`src/rtl/uart_pkg.sv`:
```
`default_nettype none
// ============================================================================
// Module      : uart_pkg
// Description : Shared types and constants for the IceStick UART echo design.
// Revision    : 1.0 - initial release
// ============================================================================
package uart_pkg;

    typedef enum logic [1:0] {
        ST_IDLE = 2'd0,
        ST_LOAD = 2'd1,
        ST_BUSY = 2'd2
    } sched_state_e;

    localparam logic [7:0] ASCII_CR          = 8'h0D;
    localparam logic [7:0] ASCII_LF          = 8'h0A;
    localparam int         UART_CLKS_PER_BIT = 104;

    localparam logic GRANT_FIFO = 1'b0;
    localparam logic GRANT_HOST = 1'b1;

endpackage
`default_nettype wire

```
`src/rtl/sync_fifo.sv`:
```
`default_nettype none
// ============================================================================
// Module      : sync_fifo
// Description : Single-clock FIFO with show-ahead read data and occupancy.
// Revision    : 1.0 - initial release
// ============================================================================
module sync_fifo #(
    parameter int WIDTH = 8,
    parameter int DEPTH = 8
) (
    input  logic                     clk,
    input  logic                     rst,
    input  logic                     i_push,
    input  logic [WIDTH-1:0]         i_push_data,
    input  logic                     i_pop,
    output logic [WIDTH-1:0]         o_pop_data,
    output logic                     o_full,
    output logic                     o_empty,
    output logic [$clog2(DEPTH):0]   o_count
);

    localparam int                  c_AW    = $clog2(DEPTH);
    localparam logic [c_AW:0]       c_FULL  = (c_AW + 1)'(DEPTH);

    logic [WIDTH-1:0] r_mem [DEPTH];
    logic [c_AW-1:0]  r_wr_ptr;
    logic [c_AW-1:0]  r_rd_ptr;
    logic [c_AW:0]    r_count;
    logic             w_pop_ok;
    logic             w_push_ok;

    assign w_pop_ok  = i_pop && (r_count != '0);
    // A full FIFO still takes a push when a slot frees in the same cycle.
    assign w_push_ok = i_push && ((r_count != c_FULL) || w_pop_ok);

    always_ff @(posedge clk) begin
        if (w_push_ok) begin
            r_mem[r_wr_ptr] <= i_push_data;
        end
    end

    always_ff @(posedge clk) begin
        if (rst) begin
            r_wr_ptr <= '0;
            r_rd_ptr <= '0;
            r_count  <= '0;
        end else begin
            if (w_push_ok) begin
                r_wr_ptr <= r_wr_ptr + 1'b1;
            end
            if (w_pop_ok) begin
                r_rd_ptr <= r_rd_ptr + 1'b1;
            end
            case ({w_push_ok, w_pop_ok})
                2'b10:   r_count <= r_count + 1'b1;
                2'b01:   r_count <= r_count - 1'b1;
                default: r_count <= r_count;
            endcase
        end
    end

    assign o_pop_data = r_mem[r_rd_ptr];
    assign o_full     = (r_count == c_FULL);
    assign o_empty    = (r_count == '0);
    assign o_count    = r_count;

endmodule
`default_nettype wire

```
`src/rtl/uart_echo_sched.sv`:
```
`default_nettype none
// ============================================================================
// Module      : uart_echo_sched
// Description : Shares one uart_tx between echoed rx bytes and host requests.
//               Optional CR->CRLF expansion when UART_ECHO_SCHED_CRLF_EN is set.
// Revision    : 1.0 - initial release
// ============================================================================
module uart_echo_sched
    import uart_pkg::*;
#(
    parameter int FIFO_DEPTH = 8
) (
    input  logic                          hwclk,
    input  logic                          rst,
    input  logic                          rx_dv,
    input  logic [7:0]                    rx_byte,
    input  logic                          req_valid,
    input  logic [7:0]                    req_byte,
    output logic                          req_ready,
    output logic                          tx_dv,
    output logic [7:0]                    tx_byte,
    input  logic                          tx_active,
    input  logic                          tx_done,
    output logic [$clog2(FIFO_DEPTH):0]   fifo_count,
    output logic                          overflow
);

    localparam logic [1:0] c_ST_IDLE = ST_IDLE;
    localparam logic [1:0] c_ST_LOAD = ST_LOAD;
    localparam logic [1:0] c_ST_BUSY = ST_BUSY;

    logic [1:0] r_state;
    logic [7:0] r_tx_byte;
    logic       r_last_grant;
    logic       r_req_seen;
    logic       r_overflow;

    logic [7:0] w_fifo_data;
    logic       w_fifo_full;
    logic       w_fifo_empty;
    logic       w_fifo_pend;
    logic       w_host_pend;
    logic       w_lf_pend;
    logic       w_can_grant;
    logic       w_grant_lf;
    logic       w_grant_fifo;
    logic       w_grant_host;
    logic       w_grant_any;

    sync_fifo #(
        .WIDTH (8),
        .DEPTH (FIFO_DEPTH)
    ) u_echo_fifo (
        .clk         (hwclk),
        .rst         (rst),
        .i_push      (rx_dv),
        .i_push_data (rx_byte),
        .i_pop       (w_grant_fifo),
        .o_pop_data  (w_fifo_data),
        .o_full      (w_fifo_full),
        .o_empty     (w_fifo_empty),
        .o_count     (fifo_count)
    );

`ifdef UART_ECHO_SCHED_CRLF_EN
    logic r_lf_pend;

    always_ff @(posedge hwclk) begin
        if (rst) begin
            r_lf_pend <= 1'b0;
        end else if (w_grant_lf) begin
            r_lf_pend <= 1'b0;
        end else if (w_grant_fifo && (w_fifo_data == ASCII_CR)) begin
            r_lf_pend <= 1'b1;
        end
    end

    assign w_lf_pend = r_lf_pend;
`else
    assign w_lf_pend = 1'b0;
`endif

    // The host request is seen one cycle late so both sources reach tx_dv
    // two cycles after their input event; cleared on accept so a new byte
    // is never confused with the one just taken.
    always_ff @(posedge hwclk) begin
        if (rst || w_grant_host) begin
            r_req_seen <= 1'b0;
        end else begin
            r_req_seen <= req_valid;
        end
    end

    assign w_fifo_pend = !w_fifo_empty;
    assign w_host_pend = req_valid && r_req_seen;
    assign w_can_grant = (r_state == c_ST_IDLE) && !tx_active;

    always_comb begin
        w_grant_lf   = 1'b0;
        w_grant_fifo = 1'b0;
        w_grant_host = 1'b0;
        if (w_can_grant) begin
            if (w_lf_pend) begin
                w_grant_lf = 1'b1;
            end else if (w_fifo_pend && w_host_pend) begin
                if (r_last_grant == GRANT_HOST) begin
                    w_grant_fifo = 1'b1;
                end else begin
                    w_grant_host = 1'b1;
                end
            end else if (w_fifo_pend) begin
                w_grant_fifo = 1'b1;
            end else if (w_host_pend) begin
                w_grant_host = 1'b1;
            end
        end
    end

    assign w_grant_any = w_grant_lf || w_grant_fifo || w_grant_host;

    always_ff @(posedge hwclk) begin
        if (rst) begin
            r_state      <= c_ST_IDLE;
            r_tx_byte    <= 8'h00;
            r_last_grant <= GRANT_HOST;
        end else begin
            case (r_state)
                c_ST_IDLE: begin
                    if (w_grant_any) begin
                        r_state <= c_ST_LOAD;
                        if (w_grant_lf) begin
                            r_tx_byte <= ASCII_LF;
                        end else if (w_grant_fifo) begin
                            r_tx_byte    <= w_fifo_data;
                            r_last_grant <= GRANT_FIFO;
                        end else begin
                            r_tx_byte    <= req_byte;
                            r_last_grant <= GRANT_HOST;
                        end
                    end
                end
                c_ST_LOAD: begin
                    r_state <= c_ST_BUSY;
                end
                c_ST_BUSY: begin
                    if (tx_done) begin
                        r_state <= c_ST_IDLE;
                    end
                end
                default: begin
                    r_state <= c_ST_IDLE;
                end
            endcase
        end
    end

    always_ff @(posedge hwclk) begin
        if (rst) begin
            r_overflow <= 1'b0;
        end else if (rx_dv && w_fifo_full && !w_grant_fifo) begin
            r_overflow <= 1'b1;
        end
    end

    assign req_ready = w_grant_host;
    assign tx_dv     = (r_state == c_ST_LOAD);
    assign tx_byte   = r_tx_byte;
    assign overflow  = r_overflow;

endmodule
`default_nettype wire

```
`config.mk`:
```
export PLATFORM = sky130hd
export DESIGN_NAME = uart_echo_sched
export DESIGN_NICKNAME = d
export VERILOG_FILES = /design/src/rtl/uart_pkg.sv /design/src/rtl/sync_fifo.sv /design/src/rtl/uart_echo_sched.sv
export SDC_FILE = /design/constraint.sdc
export NUM_CORES = 1
export LEC_CHECK = 0
export CORE_MARGIN = 3
export CORE_UTILIZATION = 50
export DETAILED_ROUTE_END_ITERATION = 12
export PLACE_DENSITY = 0.74
export SLEW_MARGIN = 20
export SYNTH_ARGS = -nofsm -noshare
export SYNTH_HDL_FRONTEND = slang
export SYNTH_SLANG_ARGS = --single-unit
```
`constraint.sdc`:
```
create_clock -name hwclk -period 2.59 [get_ports hwclk]
set_clock_uncertainty 0.05 [all_clocks]
set_input_delay 0.259 -clock hwclk [delete_from_list [all_inputs] [get_ports hwclk]]
set_output_delay 0.259 -clock hwclk [all_outputs]
set_load 0.1 [all_outputs]
```
==> impl_metrics.py, run 1 <==
metrics = {
    "worst_setup_path": {
        "crit_arrival_ns": 2.72,
        "endpoint_kind": "flip-flop",
        "crit_top_cell": "xor2_1",
        "slowest_stage": "or4b_4",
        "max_stage_delay_ns": 0.55,
        "worstPathMaxFanout": 7,
        "worstPathRequired_ns": 2.83,
        "path_cells": "or4b_4 > a21oi_4 > nor2b_4 > inv_4 > ha_4 > xor2_1 > ha_2 > a21oi_1 > xor2_1 > or3_1 > a21oi_2",
        "crit_type": "flip-flop to flip-flop",
        "startpoint_type": "flip-flop",
    },
    "clocking": {
        "ctsHoldBuffers": 0,
        "cts_setup_buffers": 0,
        "clock_latency_ns": 0.36,
        "cts_sinks": 90,
        "post_cts_resized": 0,
        "ctsRootBufferMaster": "clkbuf_8",
        "cts.htree.levels": 3,
        "cts_tree": "yes",
        "numCtsBuffers": 9,
        "clk_path_buf_depth": 2,
        "clk_pin_slew_ns": 0.09,
    },
    "yosys": {
        "syn_inst": 221,
        "async_reset_ff_frac": 0,
        "ys_types": 38,
        "synth_edf_count": 64,
        "syn_avg_cell_area_sq_um": 16.3,
        "ys.flop_type": "edfxtp_1",
        "synth_seq_cells": 90,
        "synth_nets": 248,
        "seq_area_frac_synth": 0.678,
        "yosysWarnings": 0,
        "syn-cell-area_sq_um": 3600,
    },
    "timing": {
        "slew_viol_final": 0,
        "min_period_over_period": 0.956,
        "finalSetupTns_ns": 0,
        "setup_viol": 0,
        "layout_min_cycle_time_ns": 2.48,
        "hold_ws_ns": 0.423,
        "hold_viol_final": 0,
        "rsz0062_at_grt": "false",
        "fmax_mhz": 404,
        "maxSlewHeadroom": 0.640,
        "tightest_slew_ns": 0.539,
    },
    "global_routing": {
        "grt_start_max_net_pins": 18,
        "grt-ovfl-total": 0,
        "grt_pass1_wl_um": 10000,
        "track_usage": 0.161,
        "antenna_found_initial": 0,
        "grt_pass1_vias": 1915,
    },
    "floorplanning": {
        "num_rows": 30,
        "fp.dieH_um": 90.9,
        "io_pins": 37,
        "die_w_um": 90.9,
        "start_util": 0.524,
        "coreArea_sq_um": 6870,
        "die_area_sq_um": 8250,
    },
    "pwr": {
        "leakagePower_nw": 1.52,
        "peakVddDrop_uv": 446,
        "powerDensity_nw_per_um2": 919,
    },
    "final_layout": {
        "nets": 301,
        "final_common_cell": "edfxtp_1",
        "drive_above_1_share": 0.290,
        "n_antenna_cell": 0,
        "layout_common_cells": "edfxtp_1 (64), buf_4 (30), dfxtp_1 (22)",
        "area_growth_pct": 21.4,
        "n_fill_cell": 503,
    },
    "drt": {
        "drc_errors": 0,
        "viasPerCell": 5.37,
        "ant_nets": 0,
        "dr.pass1.iters": 4,
        "vias": 2012,
        "drt_iter0_drc": 92,
        "routedWlPerCell_um": 16.6,
        "routed_wl_um": 6240,
    },
    "place": {
        "port_buffers": 36,
        "place.gp.congestion": 0.832,
        "hpwl_um": 4200,
    },
    "run": {
        "drv_cap": 0,
    },
    "outcome": {
        "outcome": "complete, no violations",
    },
    "worst_hold_path": {
        "hp-class": "flip-flop to flip-flop",
    },
}
[synthesized netlist by cell type, drive strengths merged, types with 3 or more instances]
| library cell | count | area share |
|---|---|---|
| edfxtp | 64 | 0.53 |
| dfxtp | 26 | 0.14 |
| nor2 | 21 | 0.022 |
| mux4 | 16 | 0.10 |
| mux2i | 11 | 0.031 |
| a221o | 8 | 0.022 |
| a21oi | 7 | 0.011 |
| buf | 6 | 0.013 |
| nand2 | 6 | 0.0063 |
| ha | 5 | 0.017 |
| nand2b | 5 | 0.0087 |
| nor3 | 5 | 0.0083 |
| xor2 | 5 | 0.012 |
| clkbuf | 4 | 0.0042 |
| nor2b | 4 | 0.0070 |
| inv | 3 | 0.0031 |
| o21ai | 3 | 0.0042 |
| or3 | 3 | 0.0052 |
[sequential cells by signal, indices dropped and copies added (netlist names), named ones only]
| register | count |
|---|---|
| overflow | 1 |
| r_last_grant | 1 |
| r_req_seen | 1 |
| r_state | 2 |
| tx_byte | 8 |
| u_echo_fifo.o_count | 4 |
| u_echo_fifo.r_mem | 64 |
| u_echo_fifo.r_rd_ptr | 3 |
| u_echo_fifo.r_wr_ptr | 3 |
[layer usage]
metal	wire length (um)	global-route usage
met1	2790	0.218
met4	77	0.0729
met3	392	0.0492
met5	0	0
met2	2980	0.240
[through the flow]
step                      power (mW)  cell area [sq um]  cells  setup WS [ns]   util
after floorplan                 2.87               3650    221        -0.0595      -
after global placement          3.12               4170    359         0.0488  0.607
after detailed placement        3.14               4170    359        -0.0100  0.607
after CTS                       4.05               4360    375          0.116  0.635
after global routing            4.21               4370    375        0.00638  0.636
final                           4.02               4370    375          0.113  0.636
[worst max-delay path: cells and delay by family (launching register included)]
kind / cells / cell delay, ns
buffers and inverters: 1 / 0.07
adder cells (fa/ha/maj): 2 / 0.34
AO/OA/AOI/OAI: 3 / 0.33
flip-flops: 1 / 0.38
XOR/XNOR: 2 / 0.29
AND/OR/NAND/NOR: 3 / 0.94
[path summary, 6_finish.rpt]
path                                            start                                   to  slack [ns]  depth (start not counted)
setup / recovery  u_echo_fifo.o_count[0]$_SDFFE_PP0P_  u_echo_fifo.o_count[2]$_SDFFE_PP0P_        0.11                         11
hold / removal                  overflow$_SDFFE_PP0P_                overflow$_SDFFE_PP0P_        0.42                          2
setup reg to reg  u_echo_fifo.o_count[0]$_SDFFE_PP0P_  u_echo_fifo.o_count[2]$_SDFFE_PP0P_        0.11                         11
hold reg to reg                 overflow$_SDFFE_PP0P_                overflow$_SDFFE_PP0P_        0.42                          2
[report_power, final]
| part | internal (mW) | total [mW] | switching [mW] |
|---|---|---|---|
| clock | 0.397 | 0.914 | 0.517 |
| combinational | 0.449 | 1.29 | 0.838 |
| sequential | 1.69 | 1.82 | 0.127 |
[kinds of logic after synthesis]
| kind of cell | after synthesis | share of synthesized area |
|---|---|---|
| buf+inv | 13 | 0.0205 |
| flops | 90 | 0.678 |
| simple gates | 58 | 0.0872 |
| xor+xnor | 5 | 0.0122 |
| compound gates | 21 | 0.0473 |
| fa+ha+maj | 5 | 0.0174 |
| mux | 29 | 0.137 |
[final cells by class]
type / count / area [sq um] / share of cell area
flip-flops and latches: 90 / 2460 / 0.562
multi-input cells: 118 / 1130 / 0.259
repair buffers: 52 / 455 / 0.104
clock buffers: 10 / 138 / 0.0315
well taps: 96 / 120 / 0.0275
clock inverters: 6 / 56.3 / 0.0129
inverters: 3 / 13.8 / 0.00315
Note: power is estimated with default switching activity, not from simulation.
==> run 2: changes to the inputs <==
- SKIP_LAST_GASP: not set -> 1
==> results of run 2 <==
No change in the layout: final DEF, timing and power equal those of run 1.
==> run 3: changes to the inputs <==
- PLACE_DENSITY: 0.74 -> 0.71
==> run 3 against run 2 <==
Non-clock buffer count is 1 higher. Sequential share of layout area is 0.38 points lower. Fmax is 0.36% lower. First-iteration DRC count is 9.8% lower. Sequential power hardly changed. Clock power is 6.8% higher. Count of clock-buffer cells in the layout stayed put. Largest cell class unchanged. Largest power group unchanged.
==> impl_metrics.py, run 3 (synthesized netlist as in run 1, its figures left out) <==
metrics = {
    "pwr": {
        "p_total_mw": 4.11,
        "peakVddDrop_uv": 359,
        "powerDensity_nw_per_um2": 934,
        "leakagePower_nw": 1.52,
        "p_sw_frac": 0.361,
        "p_sw_mw": 1.48,
        "power_frac_clock": 0.237,
        "power.internal_mw": 2.63,
        "seqPwrFrac": 0.440,
        "p_comb_frac": 0.322,
    },
    "global_routing": {
        "busiest_layer": "met2",
        "grt_util_met3": 0.0350,
        "grt_pass1_vias": 1979,
        "use_met2": 0.245,
        "gr-usage-met1": 0.240,
        "track_usage": 0.166,
        "antenna_found_initial": 0,
        "grt_start_max_net_pins": 20,
        "grt_pass1_wl_um": 10400,
        "grt-ovfl-total": 0,
    },
    "final_layout": {
        "fin_area_sq_um": 4400,
        "final_common_cell": "edfxtp_1",
        "n_fill_cell": 499,
        "layout_common_cells": "edfxtp_1 (64), buf_4 (31), dfxtp_1 (22)",
        "final_core_util": 0.641,
        "n_antenna_cell": 0,
        "nets": 302,
        "stdcell_count": 376,
        "seq_area_sq_um": 2460,
        "multi_input_area_sq_um": 1140,
        "area_growth_pct": 22.2,
        "drive_above_1_share": 0.296,
        "largest_reg_flops": 64,
        "top_register": "u_echo_fifo.r_mem",
    },
    "clocking": {
        "cts_sinks": 90,
        "numCtsBuffers": 9,
        "cts_tree": "yes",
        "cts.htree.levels": 3,
        "clk_path_buf_depth": 2,
        "clock_latency_ns": 0.35,
        "clk_pin_slew_ns": 0.09,
        "ctsRootBufferMaster": "clkbuf_8",
    },
    "timing": {
        "setup_ws_ns": 0.104,
        "hold_viol_final": 0,
        "layout_min_cycle_time_ns": 2.49,
        "fmax_mhz": 402,
        "setup_viol": 0,
        "min_period_over_period": 0.960,
        "slew_viol_final": 0,
        "maxSlewHeadroom": 0.627,
        "tightest_slew_ns": 0.558,
    },
    "worst_setup_path": {
        "regToRegSetupSlack_ns": 0.10,
        "worstReg2RegStart": "u_echo_fifo.o_count[0]$_SDFFE_PP0P_",
        "crit_type": "flip-flop to flip-flop",
        "worstPathMaxFanout": 5,
        "worstPathRequired_ns": 2.83,
        "slowest_stage": "or4_4",
        "path_cells": "or4_4 > nand3_2 > inv_1 > ha_4 > xor2_2 > ha_2 > a21oi_1 > xor2_1 > or3_1 > a21oi_2",
        "endpoint_kind": "flip-flop",
        "max_stage_delay_ns": 0.59,
        "startpoint_type": "flip-flop",
        "reg2reg_to": "u_echo_fifo.o_count[2]$_SDFFE_PP0P_",
        "crit_arrival_ns": 2.72,
        "worstRegToRegCells": 10,
    },
    "place": {
        "placed_cell_area_sq_um": 4160,
        "port_buffers": 36,
        "pre_cts_slack_ns": -0.0336,
        "placedCellCount": 358,
        "hpwl_um": 4270,
        "place.gp.congestion": 0.762,
    },
    "worst_hold_path": {
        "hp-class": "flip-flop to flip-flop",
        "whs_path_depth": 2,
        "hold_start": "overflow$_SDFFE_PP0P_",
        "holdPathEnd": "overflow$_SDFFE_PP0P_",
    },
    "drt": {
        "dr.pass1.iters": 4,
        "vias": 2040,
        "drt_iter0_drc": 83,
        "ant_nets": 0,
        "viasPerCell": 5.43,
        "routedWlPerCell_um": 17.4,
        "routed_wl_um": 6560,
        "drc_errors": 0,
    },
    "floorplanning": {
        "start_util": 0.524,
        "coreArea_sq_um": 6870,
        "die_area_sq_um": 8250,
        "num_rows": 30,
        "io_pins": 37,
        "fp.dieH_um": 90.9,
        "die_w_um": 90.9,
    },
    "outcome": {
        "outcome": "complete, no violations",
    },
    "run": {
        "drv_cap": 0,
    },
}
run 3: cell count changes in the layout (fill, tap and decap cells not counted):
cell	previous run	this run
bufinv_16	0	1
clkinvlp_4	1	2
xor2_1	5	4
xor2_2	0	1
buf_4	30	31
inv_8	2	0
run 3: final cells by class:
type                       instances  area share
sequential                        90       0.558
inverter                           3     0.00313
tap                               96      0.0273
clock inverter                     6      0.0162
clock buffer                      10      0.0313
multi-input combinational        118       0.258
timing repair buffer              53       0.105
run 3: per-layer routing:
metal  share of wire  vias up  routed length (um)
li1                -      966                   -
met5               0        -                   0
met3           0.043        9                 285
met2            0.45       52                2920
met4           0.020        0                 128
met1            0.49     1013                3220
run 3: power groups by stage:
stage                     clock, mW  combinational, mW  sequential [mW]
after floorplan                   0              0.614             2.25
after global placement            0               1.27             1.85
after detailed placement          0               1.28             1.85
after global routing           1.06               1.41             1.83
after CTS                      1.01               1.29             1.82
final                         0.976               1.33             1.81
run 3: per-stage QoR:
step                      TNS (ns)  hold slack [ns]
after floorplan             -0.531            0.308
after global placement           0            0.409
after detailed placement   -0.0336            0.414
after CTS                        0            0.438
after global routing       -0.0400            0.458
final                            0            0.434
run 3: repair_timing:
action / in CTS / in global routing
buffers inserted: 0 / 2
hold buffers: 0 / 0
endpoints found under the setup margin: 0 / 1
hold endpoints to repair: 0 / 0
resized for setup: 0 / 3
run 3: critical path, delay by kind of cell, from the launching register on:
family / cells / cell delay [ns]
flops: 1 / 0.37
xor+xnor: 2 / 0.23
fa+ha+maj: 2 / 0.35
simple gates: 3 / 1.06
buf+inv: 1 / 0.09
compound gates: 2 / 0.26
run 3: how the worst max path moves through the flow:
| stage | end | from | slack, ns |
|---|---|---|---|
| after global routing | u_echo_fifo.o_count[2]$_SDFFE_PP0P_ | u_echo_fifo.o_count[0]$_SDFFE_PP0P_ | -0.04 |
| after floorplan | tx_byte[0]$_SDFFE_PP0P_ | u_echo_fifo.o_count[1]$_SDFFE_PP0P_ | -0.06 |
| after CTS | u_echo_fifo.o_count[2]$_SDFFE_PP0P_ | u_echo_fifo.o_count[0]$_SDFFE_PP0P_ | 0.09 |
| after detailed placement | u_echo_fifo.o_count[2]$_SDFFE_PP0P_ | tx_active | -0.03 |
| final | u_echo_fifo.o_count[2]$_SDFFE_PP0P_ | u_echo_fifo.o_count[0]$_SDFFE_PP0P_ | 0.10 |
| after global placement | u_echo_fifo.o_count[2]$_SDFFE_PP0P_ | tx_active | 0.04 |
